===== src/rtl/combine_tx_arbiter.sv =====
// combine_tx_arbiter
//
// Shares the single combined UDP/TCP/IP encoder between a UDP requester and a
// TCP requester. Requests are arbitrated round-robin in IDLE. The winner is
// granted and the encoder protocol select is driven, followed by one settle
// cycle and a one-cycle start pulse. The arbiter then waits for a fresh rising
// edge of the encoder fin and inserts GAP idle cycles before the next grant.
// The protocol select keeps its last value until the next selection, so the
// encoder mux never changes while it drains.
//
// Optional feature (macro ARB_TIMEOUT_EN): abort a packet after TIMEOUT cycles
// in WAIT_FIN without a fin rising edge. Without the macro, timeout is tied 0.
//
// Parameters:
//   CNT_W    width of the per-protocol completed-packet counters
//   GAP      idle cycles after each packet before the next grant (0 allowed)
//   TIMEOUT  WAIT_FIN abort limit in cycles (ARB_TIMEOUT_EN only)
//
// Ports:
//   clk          system clock, rising edge
//   reset        synchronous, active-high reset
//   req_udp      UDP requester wants to send one packet (level)
//   req_tcp      TCP requester wants to send one packet (level)
//   enc_fin      encoder completion; a rising edge marks packet end
//   gnt_udp      UDP owns the encoder
//   gnt_tcp      TCP owns the encoder
//   udp0_tcp1    protocol select to the encoder (0=UDP, 1=TCP)
//   start        one-cycle start pulse to the encoder
//   busy         high in every state except IDLE
//   done         one-cycle pulse, packet completed
//   timeout      one-cycle pulse, packet aborted
//   pkt_cnt_udp  completed UDP packets (wraps)
//   pkt_cnt_tcp  completed TCP packets (wraps)
// All outputs are registered.

module combine_tx_arbiter #(
    parameter int CNT_W   = 16,
    parameter int GAP     = 2,
    parameter int TIMEOUT = 4096
) (
    input  logic             clk,
    input  logic             reset,
    input  logic             req_udp,
    input  logic             req_tcp,
    input  logic             enc_fin,
    output logic             gnt_udp,
    output logic             gnt_tcp,
    output logic             udp0_tcp1,
    output logic             start,
    output logic             busy,
    output logic             done,
    output logic             timeout,
    output logic [CNT_W-1:0] pkt_cnt_udp,
    output logic [CNT_W-1:0] pkt_cnt_tcp
);

    typedef enum logic [2:0] {
        S_IDLE,
        S_SETUP,
        S_START,
        S_WAIT_FIN,
        S_GAP
    } state_t;

    // The GAP down-counter runs GAP-1 .. 0, so it needs only clog2(GAP) bits.
    localparam int GAP_W = (GAP > 2) ? $clog2(GAP) : 1;
    localparam logic [GAP_W-1:0] GAP_LOAD = (GAP > 0) ? GAP_W'(GAP - 1) : '0;
    localparam state_t POST_PKT = (GAP == 0) ? S_IDLE : S_GAP;

    // A zero abort limit has no meaning in either build.
    if (TIMEOUT < 1) begin : g_timeout_range
        $error("combine_tx_arbiter: TIMEOUT must be at least 1");
    end

    state_t           state, state_nx;
    logic             last_sel, last_sel_nx;   // 1 = TCP was granted last
    logic             enc_fin_d;
    logic             fin_rise;
    logic             pick_tcp;
    logic             gnt_udp_nx, gnt_tcp_nx, sel_nx;
    logic             start_nx, busy_nx, done_nx;
    logic [CNT_W-1:0] cnt_udp_nx, cnt_tcp_nx;
    logic [GAP_W-1:0] gap_cnt, gap_cnt_nx;

`ifdef ARB_TIMEOUT_EN
    localparam int TO_W = (TIMEOUT > 2) ? $clog2(TIMEOUT) : 1;
    localparam logic [TO_W-1:0] TO_LAST = TO_W'(TIMEOUT - 1);

    logic [TO_W-1:0] wait_cnt, wait_cnt_nx;
    logic            timeout_nx;
`else
    assign timeout = 1'b0;
`endif

    // enc_fin_d follows enc_fin in every state, so a level that is already
    // high when WAIT_FIN is entered never looks like a fresh edge.
    assign fin_rise = enc_fin & ~enc_fin_d;

    always_comb begin
        state_nx    = state;
        last_sel_nx = last_sel;
        gnt_udp_nx  = gnt_udp;
        gnt_tcp_nx  = gnt_tcp;
        sel_nx      = udp0_tcp1;
        start_nx    = 1'b0;
        done_nx     = 1'b0;
        cnt_udp_nx  = pkt_cnt_udp;
        cnt_tcp_nx  = pkt_cnt_tcp;
        gap_cnt_nx  = gap_cnt;
        pick_tcp    = 1'b0;
`ifdef ARB_TIMEOUT_EN
        timeout_nx  = 1'b0;
        wait_cnt_nx = wait_cnt;
`endif

        case (state)
            S_IDLE: begin
                if (req_udp || req_tcp) begin
                    // Under contention the protocol not served last wins.
                    pick_tcp    = req_tcp & (~req_udp | ~last_sel);
                    state_nx    = S_SETUP;
                    gnt_udp_nx  = ~pick_tcp;
                    gnt_tcp_nx  = pick_tcp;
                    sel_nx      = pick_tcp;
                    last_sel_nx = pick_tcp;
                end
            end

            S_SETUP: begin
                state_nx = S_START;
                start_nx = 1'b1;
            end

            S_START: begin
                state_nx = S_WAIT_FIN;
`ifdef ARB_TIMEOUT_EN
                wait_cnt_nx = '0;
`endif
            end

            S_WAIT_FIN: begin
                if (fin_rise) begin
                    // Completion takes priority over a coincident expiry.
                    done_nx    = 1'b1;
                    gnt_udp_nx = 1'b0;
                    gnt_tcp_nx = 1'b0;
                    gap_cnt_nx = GAP_LOAD;
                    state_nx   = POST_PKT;
                    if (udp0_tcp1) begin
                        cnt_tcp_nx = pkt_cnt_tcp + CNT_W'(1);
                    end else begin
                        cnt_udp_nx = pkt_cnt_udp + CNT_W'(1);
                    end
                end
`ifdef ARB_TIMEOUT_EN
                else if (wait_cnt == TO_LAST) begin
                    timeout_nx = 1'b1;
                    gnt_udp_nx = 1'b0;
                    gnt_tcp_nx = 1'b0;
                    gap_cnt_nx = GAP_LOAD;
                    state_nx   = POST_PKT;
                end else begin
                    wait_cnt_nx = wait_cnt + TO_W'(1);
                end
`endif
            end

            S_GAP: begin
                if (gap_cnt == '0) begin
                    state_nx = S_IDLE;
                end else begin
                    gap_cnt_nx = gap_cnt - GAP_W'(1);
                end
            end

            default: begin
                state_nx = S_IDLE;
            end
        endcase

        busy_nx = (state_nx != S_IDLE);
    end

    always_ff @(posedge clk) begin
        if (reset) begin
            state       <= S_IDLE;
            last_sel    <= 1'b1;
            enc_fin_d   <= 1'b0;
            gnt_udp     <= 1'b0;
            gnt_tcp     <= 1'b0;
            udp0_tcp1   <= 1'b0;
            start       <= 1'b0;
            busy        <= 1'b0;
            done        <= 1'b0;
            pkt_cnt_udp <= '0;
            pkt_cnt_tcp <= '0;
            gap_cnt     <= '0;
`ifdef ARB_TIMEOUT_EN
            timeout     <= 1'b0;
            wait_cnt    <= '0;
`endif
        end else begin
            state       <= state_nx;
            last_sel    <= last_sel_nx;
            enc_fin_d   <= enc_fin;
            gnt_udp     <= gnt_udp_nx;
            gnt_tcp     <= gnt_tcp_nx;
            udp0_tcp1   <= sel_nx;
            start       <= start_nx;
            busy        <= busy_nx;
            done        <= done_nx;
            pkt_cnt_udp <= cnt_udp_nx;
            pkt_cnt_tcp <= cnt_tcp_nx;
            gap_cnt     <= gap_cnt_nx;
`ifdef ARB_TIMEOUT_EN
            timeout     <= timeout_nx;
            wait_cnt    <= wait_cnt_nx;
`endif
        end
    end

endmodule


===== config.mk =====
export PLATFORM = sky130hd
export DESIGN_NAME = combine_tx_arbiter
export DESIGN_NICKNAME = d
export VERILOG_FILES = /design/src/rtl/combine_tx_arbiter.sv
export SDC_FILE = /design/constraint.sdc
export NUM_CORES = 1
export LEC_CHECK = 0
export ABC_AREA = 1
export ABC_CLOCK_PERIOD_IN_PS = 2000
export BUFFER_PORTS_ARGS = -buffer_cell sky130_fd_sc_hd__buf_2
export CAP_MARGIN = 20
export CORE_MARGIN = 3
export CORE_UTILIZATION = 40
export CTS_CLUSTER_DIAMETER = 200
export CTS_CLUSTER_SIZE = 25
export DETAILED_ROUTE_END_ITERATION = 7
export GPL_ROUTABILITY_DRIVEN = 0
export HOLD_SLACK_MARGIN = 0.05
export PLACE_DENSITY = 0.64
export SLEW_MARGIN = 20
export SYNTH_ARGS = -nofsm -noshare
export SYNTH_HDL_FRONTEND = slang
export SYNTH_SLANG_ARGS = --single-unit
export TNS_END_PERCENT = 5

===== constraint.sdc =====
create_clock -name clk -period 2 [get_ports clk]
set_input_delay 0.2 -clock clk [delete_from_list [all_inputs] [get_ports clk]]
set_output_delay 0.2 -clock clk [all_outputs]
set_load 0.03 [all_outputs]

# Word-level counts from Yosys, hierarchy flattened
# Cells that the tools add are included.
[totals] regBits=44 in_bits=5 out_inout_bits=39 wordCells=55
[classes] addsub=3 n_eq_ne=6 mux=14 n_bitwise=9 reduce_logical=11
[op_table] op="16-bit by 1-bit adder with 16-bit output (second input constant)" n=2
[op_table] op="3-bit case mux with 5 select lines" n=1
[op_table] op="3-bit 2-to-1 mux" n=3
[op_table] op="3-bit AND reduction" n=3
[op_table] op="1-bit 2-to-1 mux" n=7
[op_table] op="3-bit by 2-bit == test with 1-bit output (second input constant)" n=2
[op_table] op="1-bit inverter" n=6
[op_table] op="1-bit case mux with 2 select lines" n=3
[op_table] op="2-bit != test (second input constant)" n=2
[op_table] op="2-bit AND reduction" n=2
[op_table] op="2-bit nonzero test" n=2
[op_table] op="3-bit by 1-bit == test with 1-bit output (second input constant)" n=1
[op_table] op="3-bit == test (second input constant)" n=1
[op_table] op="3-bit logical NOT" n=1
[op_table] op="3-bit nonzero test" n=1
[op_table] op="1-bit AND" n=2
[op_table] op="2-bit OR reduction" n=1
[op_table] op="1-bit logical OR" n=1
[op_table] op="1-bit OR" n=1
[op_table] op="1-bit subtractor (second input constant)" n=1

# Longest topological paths before layout
# Gate-level depths: netlist of run 1.
[logic_depth] ltp_word=6 ltp_mapped=9 ltp_nobuf=9

# Worst setup path after synthesis of run 1
# OpenSTA, ideal clock, no wires.
[synth_path] path_type="register to register" from="register pkt_cnt_udp[0]" to="register pkt_cnt_udp[12]" setup_time_ns=0.110 t_arrival_ns=1.393 required_ns=1.890 path_slack_ns=0.497 path_stages_with_launch=9 path_buffers=0 period_less_slack_ns=1.503 path_cell_list="dfxtp_1 > ha_1 > nand2_1 > nor2_1 > nand2_1 > nor2_4 > nand3_1 > nand2_1 > nor2_1"
[synth_via] elab_chain_cells=1
[synth_rtl] item="from (decl)" line_no="53" rtl="output logic [CNT_W-1:0] pkt_cnt_udp,"
[synth_rtl] item="from (signal assigned)" line_no="212" rtl="pkt_cnt_udp <= cnt_udp_nx;"
[synth_rtl] item="16-bit by 1-bit adder with 16-bit output" line_no="152" rtl="cnt_udp_nx = pkt_cnt_udp + CNT_W'(1);"
# Every way passes these cells.
# A chain may end at the register's enable or synchronous reset.

# Worst setup path in the final report of run 1
# Ends and elaborated chain as after synthesis.

==> run_results.csv, run 1 <==
group,metric,value,unit
floorplanning,die_w,78.6,um
timing,slew_violations,0,
setup_path,worstSetupPathType,"flip-flop to flip-flop",
finish,final_nets,359,
floorplanning,start_util,0.429,
setup_path,cp-end-kind,"flip-flop",
route,num_vias,1954,
global_route,grt_use_total,0.149,
synth,yosys.area_share.adder,0.0119,
synth,synth_warnings,0,
setup_path,cp_max_fo,5,
setup_path,critPathRequiredTime,2.23,ns
clocking,cts_resized,0,
route,drtAntennaViolNets,0,
timing,fmax,684,MHz
synth,synth_cells,308,
route,drt_iter0_drc,80,
clocking,post-cts-setup-buffers,0,
synth,synth.distinct_cells,26,
floorplanning,fp-row-count,25,
synth,synth-compound-area-share,0.0665,
finish,n_antenna_cell,0,
route,wire_per_inst,10.5,um
synth,synth_top_area_frac,0.418,
floorplanning,core,4910,um^2
global_route,grt_overflow,0,
timing,fin_crit_sh,0.731,
setup_path,start_kind,"flip-flop",
synth,synth_top_family_by_area,"simple AND/OR/NAND/NOR gates",
clocking,ctsLongestPathBuffers,2,
synth,syn_area,2110,um^2
route,drc_errors,0,
global_route,grt_max_degree,17,
synth,syn_nets,315,
pwr,powerDensity,666,nW/um^2
pwr,total_power,1.64,mW
route,routed_via_density,4.65,
floorplanning,dieArea,6180,um^2
synth,synth_top_area_cell,"dfxtp_1",
timing,hold_viol,0,
finish,drive_above_1_share,0.190,
clocking,cts_tree,"built",
floorplanning,die_height,78.6,um
place,hpwlAfterDp,3.32,mm
synth,yosysSeqAreaShare,0.418,
global_route,antenna_found_initial,0,
outcome,status,"completed",
synth,synthTopCellsByArea,"dfxtp_1, nand2_1, nor2_1",
setup_path,crit_arrival,1.70,ns
global_route,grt_pass1_vias,1703,
global_route,grt_pass1_wl,7.49,mm
timing,rsz0062_at_grt,"no",
synth,synth_xor_area_frac,0.0166,
clocking,cts_hold_buffers,0,
timing,setup_tns,0,ns
clocking,root_buffer,"clkbuf_8",
finish,syn_to_final_growth,17.0,%
clocking,h-tree-depth,2,
hold_path,hold_class,"input pin to flip-flop",
timing,finalSetupViolCount,0,
synth,yosys_register_bits,44,
flow_run,cap_violations,0,
timing,fin_crit,1.46,ns
pwr,max-vdd-ir-drop,0.296,mV
route,wl,4.39,mm
pwr,p_leak,1.08,nW
route,first_pass_iters,4,
clocking,cts_num_sinks,44,
clocking,insertion_delay,0.29,ns
floorplanning,ioPinCount,44,
synth,synth-simple-area-share,0.410,
clocking,numCtsBuffers,5,
timing,fin_skew,0.00915,ns
place,port_buffers,42,
synth,synthMuxAreaShare,0,
synth,synth_area_per_cell,6.85,um^2
clocking,clkTransAtPathRegs,0.08,ns
logic make-up (layout without fill, tap and decap cells):
| group | after synthesis | count (layout) |
|---|---|---|
| compound gates | 28 | 28 |
| buf+inv | 39 | 84 |
| simple gates | 190 | 190 |
| other cells | 1 | 1 |
| xor+xnor | 4 | 4 |
| flops | 44 | 44 |
| fa+ha+maj | 2 | 2 |
critical path, cell delays in order (launching register included):
cell and delay [ns]:
dfxtp_1 0.42, ha_1 0.24, nand2_1 0.07, nor2_1 0.19, nand2_1 0.13, nor2_4 0.12, nand2_1 0.06, nand2_1 0.05
inv_1 0.04, nor2_1 0.09
path summary, 6_finish.rpt:
| check | startpoint | to | slack (ns) | depth (start not counted) |
|---|---|---|---|---|
| setup / recovery | pkt_cnt_udp[0] | pkt_cnt_udp[12] | 0.54 | 9 |
| hold reg to reg | gap_cnt | gap_cnt | 0.48 | 2 |
| hold / removal | enc_fin | enc_fin_d | 0.18 | 3 |
| setup reg to reg | pkt_cnt_udp[0] | pkt_cnt_udp[12] | 0.54 | 9 |
per-stage QoR:
stage               hold WS [ns]  utilization  std cells  area [um^2]  worst slack [ns]
detailed placement         0.467        0.484        412         2380             0.536
finish                     0.183        0.502        420         2470             0.538
floorplan                  0.269            -        308         2110             0.497
CTS                        0.170        0.502        420         2470             0.521
global placement           0.454        0.484        412         2380             0.590
global route               0.177        0.502        420         2470             0.347
cell usage after synthesis:
master    count
nand2_1      83
o21ai_0      10
buf_6         1
clkinv_2      1
inv_2         2
nand4_1       5
buf_4         1
nor2_4        7
dfxtp_1      44
nor2_2        4
xor2_1        3
conb_1        1
nand3_2       1
inv_1        30
nand3b_1      1
nor2_1       58
nand3_4       1
clkbuf_1      2
nand2_4       2
nor3_1        2
nor3b_1       1
xnor2_1       1
ha_1          2
a21oi_1      18
nand3_1      25
buf_1         2
placed cells by master (no fill, tap or decap), drive strengths merged:
master  instances
ha              2
nor2           69
dfxtp          44
conb            1
xnor2           1
buf            43
clkbuf          8
nand3b          1
nand2          85
nand3          27
clkinv          1
nand4           5
nor3            2
o21ai          10
inv            32
xor2            3
a21oi          18
nor3b           1
power breakdown:
| part | total (mW) | switching, mW | internal (mW) | leakage [nW] |
|---|---|---|---|---|
| registers | 0.921 | 0.0191 | 0.901 | 0.356 |
| clock network | 0.568 | 0.286 | 0.282 | 0.0455 |
| logic | 0.154 | 0.108 | 0.0459 | 0.679 |
| total | 1.64 | 0.413 | 1.23 | 1.08 |
registers in the layout, indices dropped and copies added (netlist names):
register	count
gnt_tcp	1
done	1
start	1
pkt_cnt_udp	16
udp0_tcp1	1
gap_cnt	1
last_sel	1
pkt_cnt_tcp	16
enc_fin_d	1
busy	1
gnt_udp	1
state	3
layout make-up:
cell class	instances	area [um^2]
clock buffer	8	90.1
fill	535	2440
inverter	33	125
multi-input combinational	225	1070
sequential	44	881
tap	67	83.8
timing repair buffer	43	218
metal layers:
layer / track usage / part of all wire
met1: 0.196 / 0.48
met2: 0.234 / 0.44
met3: 0.0459 / 0.066
met4: 0.0402 / 0.0091
met5: 0 / 0
Note: power is estimated with default switching activity, not from simulation.
==> run 2, diff against run 1 <==
--- a/config.mk
+++ b/config.mk
@@ -6,7 +6,7 @@
 export NUM_CORES = 1
 export LEC_CHECK = 0
 export ABC_AREA = 1
-export ABC_CLOCK_PERIOD_IN_PS = 2000
+export ABC_CLOCK_PERIOD_IN_PS = 1500
 export BUFFER_PORTS_ARGS = -buffer_cell sky130_fd_sc_hd__buf_2
 export CAP_MARGIN = 20
 export CORE_MARGIN = 3
==> constraint.sdc (replaced) <==
create_clock -name clk -period 1.5 [get_ports clk]
set_input_delay 0.15 -clock clk [delete_from_list [all_inputs] [get_ports clk]]
set_output_delay 0.15 -clock clk [all_outputs]
set_load 0.03 [all_outputs]
==> run_results.csv, run 2 (synthesis results as in run 1) <==
group,metric,value,unit
global_route,grt_max_degree,14,
global_route,grt_pass1_wl,7.87,mm
route,num_vias,1977,
place,port_buffers,42,
timing,fmax,744,MHz
place,placedCellCount,419,
outcome,status,"completed",
global_route,gr-usage-met2,0.252,
flow_run,cap_violations,0,
hold_path,hold_class,"input pin to flip-flop",
global_route,grt_use_met3,0.0516,
place,post_dp_cell_area,2430,um^2
finish,final_nets,366,
route,drc_errors,0,
pwr,powerDensity,870,nW/um^2
finish,syn_to_final_growth,20.3,%
finish,final_common_cell,"nand2_1",
clocking,h-tree-depth,2,
timing,hold_viol,0,
clocking,cts_num_sinks,44,
timing,fin_crit_sh,0.896,
route,first_pass_iters,4,
clocking,root_buffer,"clkbuf_8",
setup_path,critPathRequiredTime,1.72,ns
global_route,grt_busiest_layer,"met2",
timing,fin_skew,0.00400,ns
floorplanning,die_height,78.6,um
route,routed_via_density,4.63,
timing,fin_crit,1.34,ns
clocking,cts_hold_buffers,0,
floorplanning,core,4910,um^2
setup_path,cp_max_fo,5,
global_route,grt_pass1_vias,1769,
route,wire_per_inst,10.7,um
clocking,numCtsBuffers,5,
setup_path,r2r_setup_slack,0.16,ns
global_route,antenna_found_initial,0,
timing,setup_tns,0,ns
finish,final_cell_mix,"nand2_1, nor2_1, dfxtp_1, buf_2, inv_1",
pwr,p_clk_frac,0.343,
pwr,internal_power,1.65,mW
pwr,swShare,0.252,
floorplanning,fp-row-count,25,
clocking,ctsLongestPathBuffers,2,
global_route,grt_use_total,0.158,
route,wl,4.58,mm
finish,nFillCells,498,
clocking,cts_tree,"built",
pwr,power_frac_seq,0.556,
pwr,p_leak,1.11,nW
route,drtAntennaViolNets,0,
setup_path,crit_arrival,1.57,ns
floorplanning,start_util,0.429,
finish,n_antenna_cell,0,
finish,finalInstanceArea,2540,um^2
timing,slew_violations,0,
floorplanning,dieArea,6180,um^2
setup_path,worstSetupPathType,"flip-flop to flip-flop",
setup_path,cp-end-kind,"flip-flop",
setup_path,start_kind,"flip-flop",
finish,reg.largest.list,"pkt_cnt_tcp (16), pkt_cnt_udp (16), state (3)",
finish,drive_above_1_share,0.222,
pwr,p_comb_frac,0.102,
clocking,insertion_delay,0.29,ns
global_route,grt_overflow,0,
clocking,clkTransAtPathRegs,0.08,ns
floorplanning,die_w,78.6,um
floorplanning,ioPinCount,44,
route,drt_iter0_drc,65,
place,hpwlAfterDp,3.45,mm
pwr,max-vdd-ir-drop,0.356,mV
pwr,switchingPower,556,uW
timing,finalSetupViolCount,0,
global_route,use_met1,0.198,
finish,final_cells,427,
[run 2: layout make-up]
type | instances | area (um^2) | area share
clock buffers | 8 | 90.1 | 0.0355
flip-flops and latches | 44 | 883 | 0.348
inverters | 33 | 125 | 0.0493
repair buffers | 50 | 270 | 0.107
well taps | 67 | 83.8 | 0.0331
multi-input cells | 225 | 1080 | 0.427
[run 2: critical path, stage by stage, from the launching register on]
cell and delay [ns]:
dfxtp_2 0.36, ha_2 0.21, nand2_1 0.07, nor2_2 0.16
nand2_1 0.10, nor2_4 0.12, nand2_1 0.07, nand2_1 0.05
inv_1 0.03, nor2_1 0.11
[run 2: power groups by stage]
stage | clock network, mW | logic (mW) | registers (mW)
final | 0.756 | 0.224 | 1.23
after global routing | 0.834 | 0.250 | 1.23
after CTS | 0.795 | 0.225 | 1.23
after detailed placement | 0 | 0.224 | 1.25
after global placement | 0 | 0.223 | 1.25
after floorplan | 0 | 0.121 | 1.29
[run 2: worst paths after layout]
check                    end      startpoint  cells past startpoint
max          pkt_cnt_udp[12]  pkt_cnt_udp[0]                      9
min                enc_fin_d         enc_fin                      3
max reg2reg  pkt_cnt_udp[12]  pkt_cnt_udp[0]                      9
min reg2reg   pkt_cnt_udp[0]  pkt_cnt_udp[0]                      1
[run 2: timing repair]
item,in CTS,in global routing
endpoints found under the hold margin,0,0
buffers inserted,0,0
endpoints found under the setup margin,0,11
resized for setup,0,6
[run 2: through the flow]
step	hold WS [ns]	utilization	power [mW]	setup WS, ns
2_1_floorplan	0.219	-	1.41	0.0100
3_3_place_gp	0.431	0.495	1.47	0.146
3_5_place_dp	0.432	0.495	1.48	0.110
4_1_cts	0.112	0.513	2.25	0.0746
5_1_grt	0.164	0.516	2.31	-0.00481
6_report	0.126	0.516	2.21	0.155
[run 2: metal layers]
layer	part of all wire	wire, um
met5	0	0
met4	0.0063	29
met3	0.059	270
met2	0.45	2060
met1	0.48	2220
==> run 3, diff against run 2 <==
--- a/config.mk
+++ b/config.mk
@@ -16,7 +16,7 @@
 export DETAILED_ROUTE_END_ITERATION = 7
 export GPL_ROUTABILITY_DRIVEN = 0
 export HOLD_SLACK_MARGIN = 0.05
-export PLACE_DENSITY = 0.64
+export PLACE_DENSITY = 0.61
 export SLEW_MARGIN = 20
 export SYNTH_ARGS = -nofsm -noshare
 export SYNTH_HDL_FRONTEND = slang
==> run_results.csv, run 3 (synthesis results as in run 1) <==
group,metric,value,unit
place,hpwlAfterDp,3.34,mm
floorplanning,die_w,78.6,um
setup_path,cp-end-kind,"flip-flop",
timing,rsz0062_at_grt,"no",
route,routed_via_density,4.58,
route,num_vias,1934,
clocking,cts_tree,"built",
clocking,root_buffer,"clkbuf_8",
clocking,cts_resized,0,
setup_path,critPathRequiredTime,1.73,ns
finish,multi_input_area,1080,um^2
finish,syn_to_final_growth,19.6,%
timing,fmax,751,MHz
place,placedCellCount,414,
finish,final_common_cell,"nand2_1",
timing,hold-worst-slack,0.120,ns
timing,fin_crit,1.33,ns
route,drc_errors,0,
pwr,max-vdd-ir-drop,0.564,mV
clocking,cts_num_sinks,44,
finish,n_antenna_cell,0,
clocking,post-cts-setup-buffers,0,
flow_run,cap_violations,0,
clocking,h-tree-depth,2,
finish,area.sequential,885,um^2
timing,fin_skew,0.00926,ns
timing,fin_crit_sh,0.887,
hold_path,hold_class,"input pin to flip-flop",
global_route,grt_pass1_vias,1776,
global_route,antenna_found_initial,0,
timing,finalSetupViolCount,0,
route,first_pass_iters,4,
setup_path,crit_arrival,1.56,ns
route,drt_iter0_drc,64,
finish,final_cell_mix,"nand2_1, nor2_1, buf_2, dfxtp_1, inv_1",
finish,final_cells,422,
floorplanning,core,4910,um^2
setup_path,start_kind,"flip-flop",
global_route,grt_max_degree,23,
finish,reg.largest.list,"pkt_cnt_tcp (16), pkt_cnt_udp (16), state (3)",
clocking,ctsLongestPathBuffers,2,
clocking,insertion_delay,0.30,ns
outcome,status,"completed",
floorplanning,fp-row-count,25,
clocking,clkTransAtPathRegs,0.09,ns
global_route,grt_use_total,0.156,
global_route,grt_overflow,0,
timing,setup_tns,0,ns
floorplanning,die_height,78.6,um
place,port_buffers,42,
clocking,cts_hold_buffers,0,
route,wl,4.50,mm
timing,slew_violations,0,
floorplanning,ioPinCount,44,
floorplanning,start_util,0.429,
route,wire_per_inst,10.7,um
pwr,powerDensity,929,nW/um^2
clocking,numCtsBuffers,5,
floorplanning,dieArea,6180,um^2
setup_path,worstSetupPathType,"flip-flop to flip-flop",
finish,final_nets,361,
route,drtAntennaViolNets,0,
finish,nFillCells,508,
setup_path,cp_max_fo,5,
pwr,p_leak,1.10,nW
global_route,grt_pass1_wl,7.81,mm
timing,hold_viol,0,
finish,drive_above_1_share,0.220,
run 3: through the flow:
| stage | worst slack (ns) | utilization | total power, mW | cell area, um^2 |
|---|---|---|---|---|
| CTS | 0.0325 | 0.510 | 2.38 | 2500 |
| finish | 0.169 | 0.513 | 2.34 | 2520 |
| floorplan | 0.0100 | - | 1.41 | 2110 |
| global route | 0.0114 | 0.513 | 2.46 | 2520 |
| global placement | 0.144 | 0.487 | 1.47 | 2390 |
| detailed placement | 0.0697 | 0.487 | 1.47 | 2390 |
run 3: final cells by class:
class,instances,share of cell area
multi-input cells,225,0.430
flip-flops and latches,44,0.351
repair buffers,45,0.0923
inverters,33,0.0496
well taps,67,0.0333
clock buffers,5,0.0273
clock inverters,3,0.0169
run 3: per-layer routing:
metal	up-vias	wire length (um)	track usage
met5	-	0	0
met4	0	37	0.0559
met3	4	180	0.0378
met2	31	2050	0.254
met1	844	2230	0.199
li1	1055	-	-
run 3: path summary, 6_finish.rpt:
| check | endpoint | slack, ns | cells past startpoint | from |
|---|---|---|---|---|
| worst min-delay path | enc_fin_d | 0.12 | 3 | enc_fin |
| worst min register to register | pkt_cnt_udp[0] | 0.47 | 1 | pkt_cnt_udp[0] |
| worst max register to register | pkt_cnt_udp[14] | 0.17 | 9 | pkt_cnt_udp[0] |
| worst max-delay path | pkt_cnt_udp[14] | 0.17 | 9 | pkt_cnt_udp[0] |
run 3: worst max-delay path, stage by stage, from the launching register on:
cell and delay [ns]:
dfxtp_2 0.37, ha_2 0.21, nand2_1 0.07, nor2_2 0.14
nand2_1 0.11, nor2_4 0.13, nand2_1 0.06, nand2_1 0.05
inv_1 0.04, nor2_1 0.09
run 3: report_power, final:
group | internal [mW] | leakage (nW) | total (mW) | switching, mW
Combinational | 0.0640 | 0.687 | 0.210 | 0.146
Sequential | 1.20 | 0.358 | 1.23 | 0.0251
Clock | 0.493 | 0.0541 | 0.904 | 0.411
Total | 1.76 | 1.10 | 2.34 | 0.582
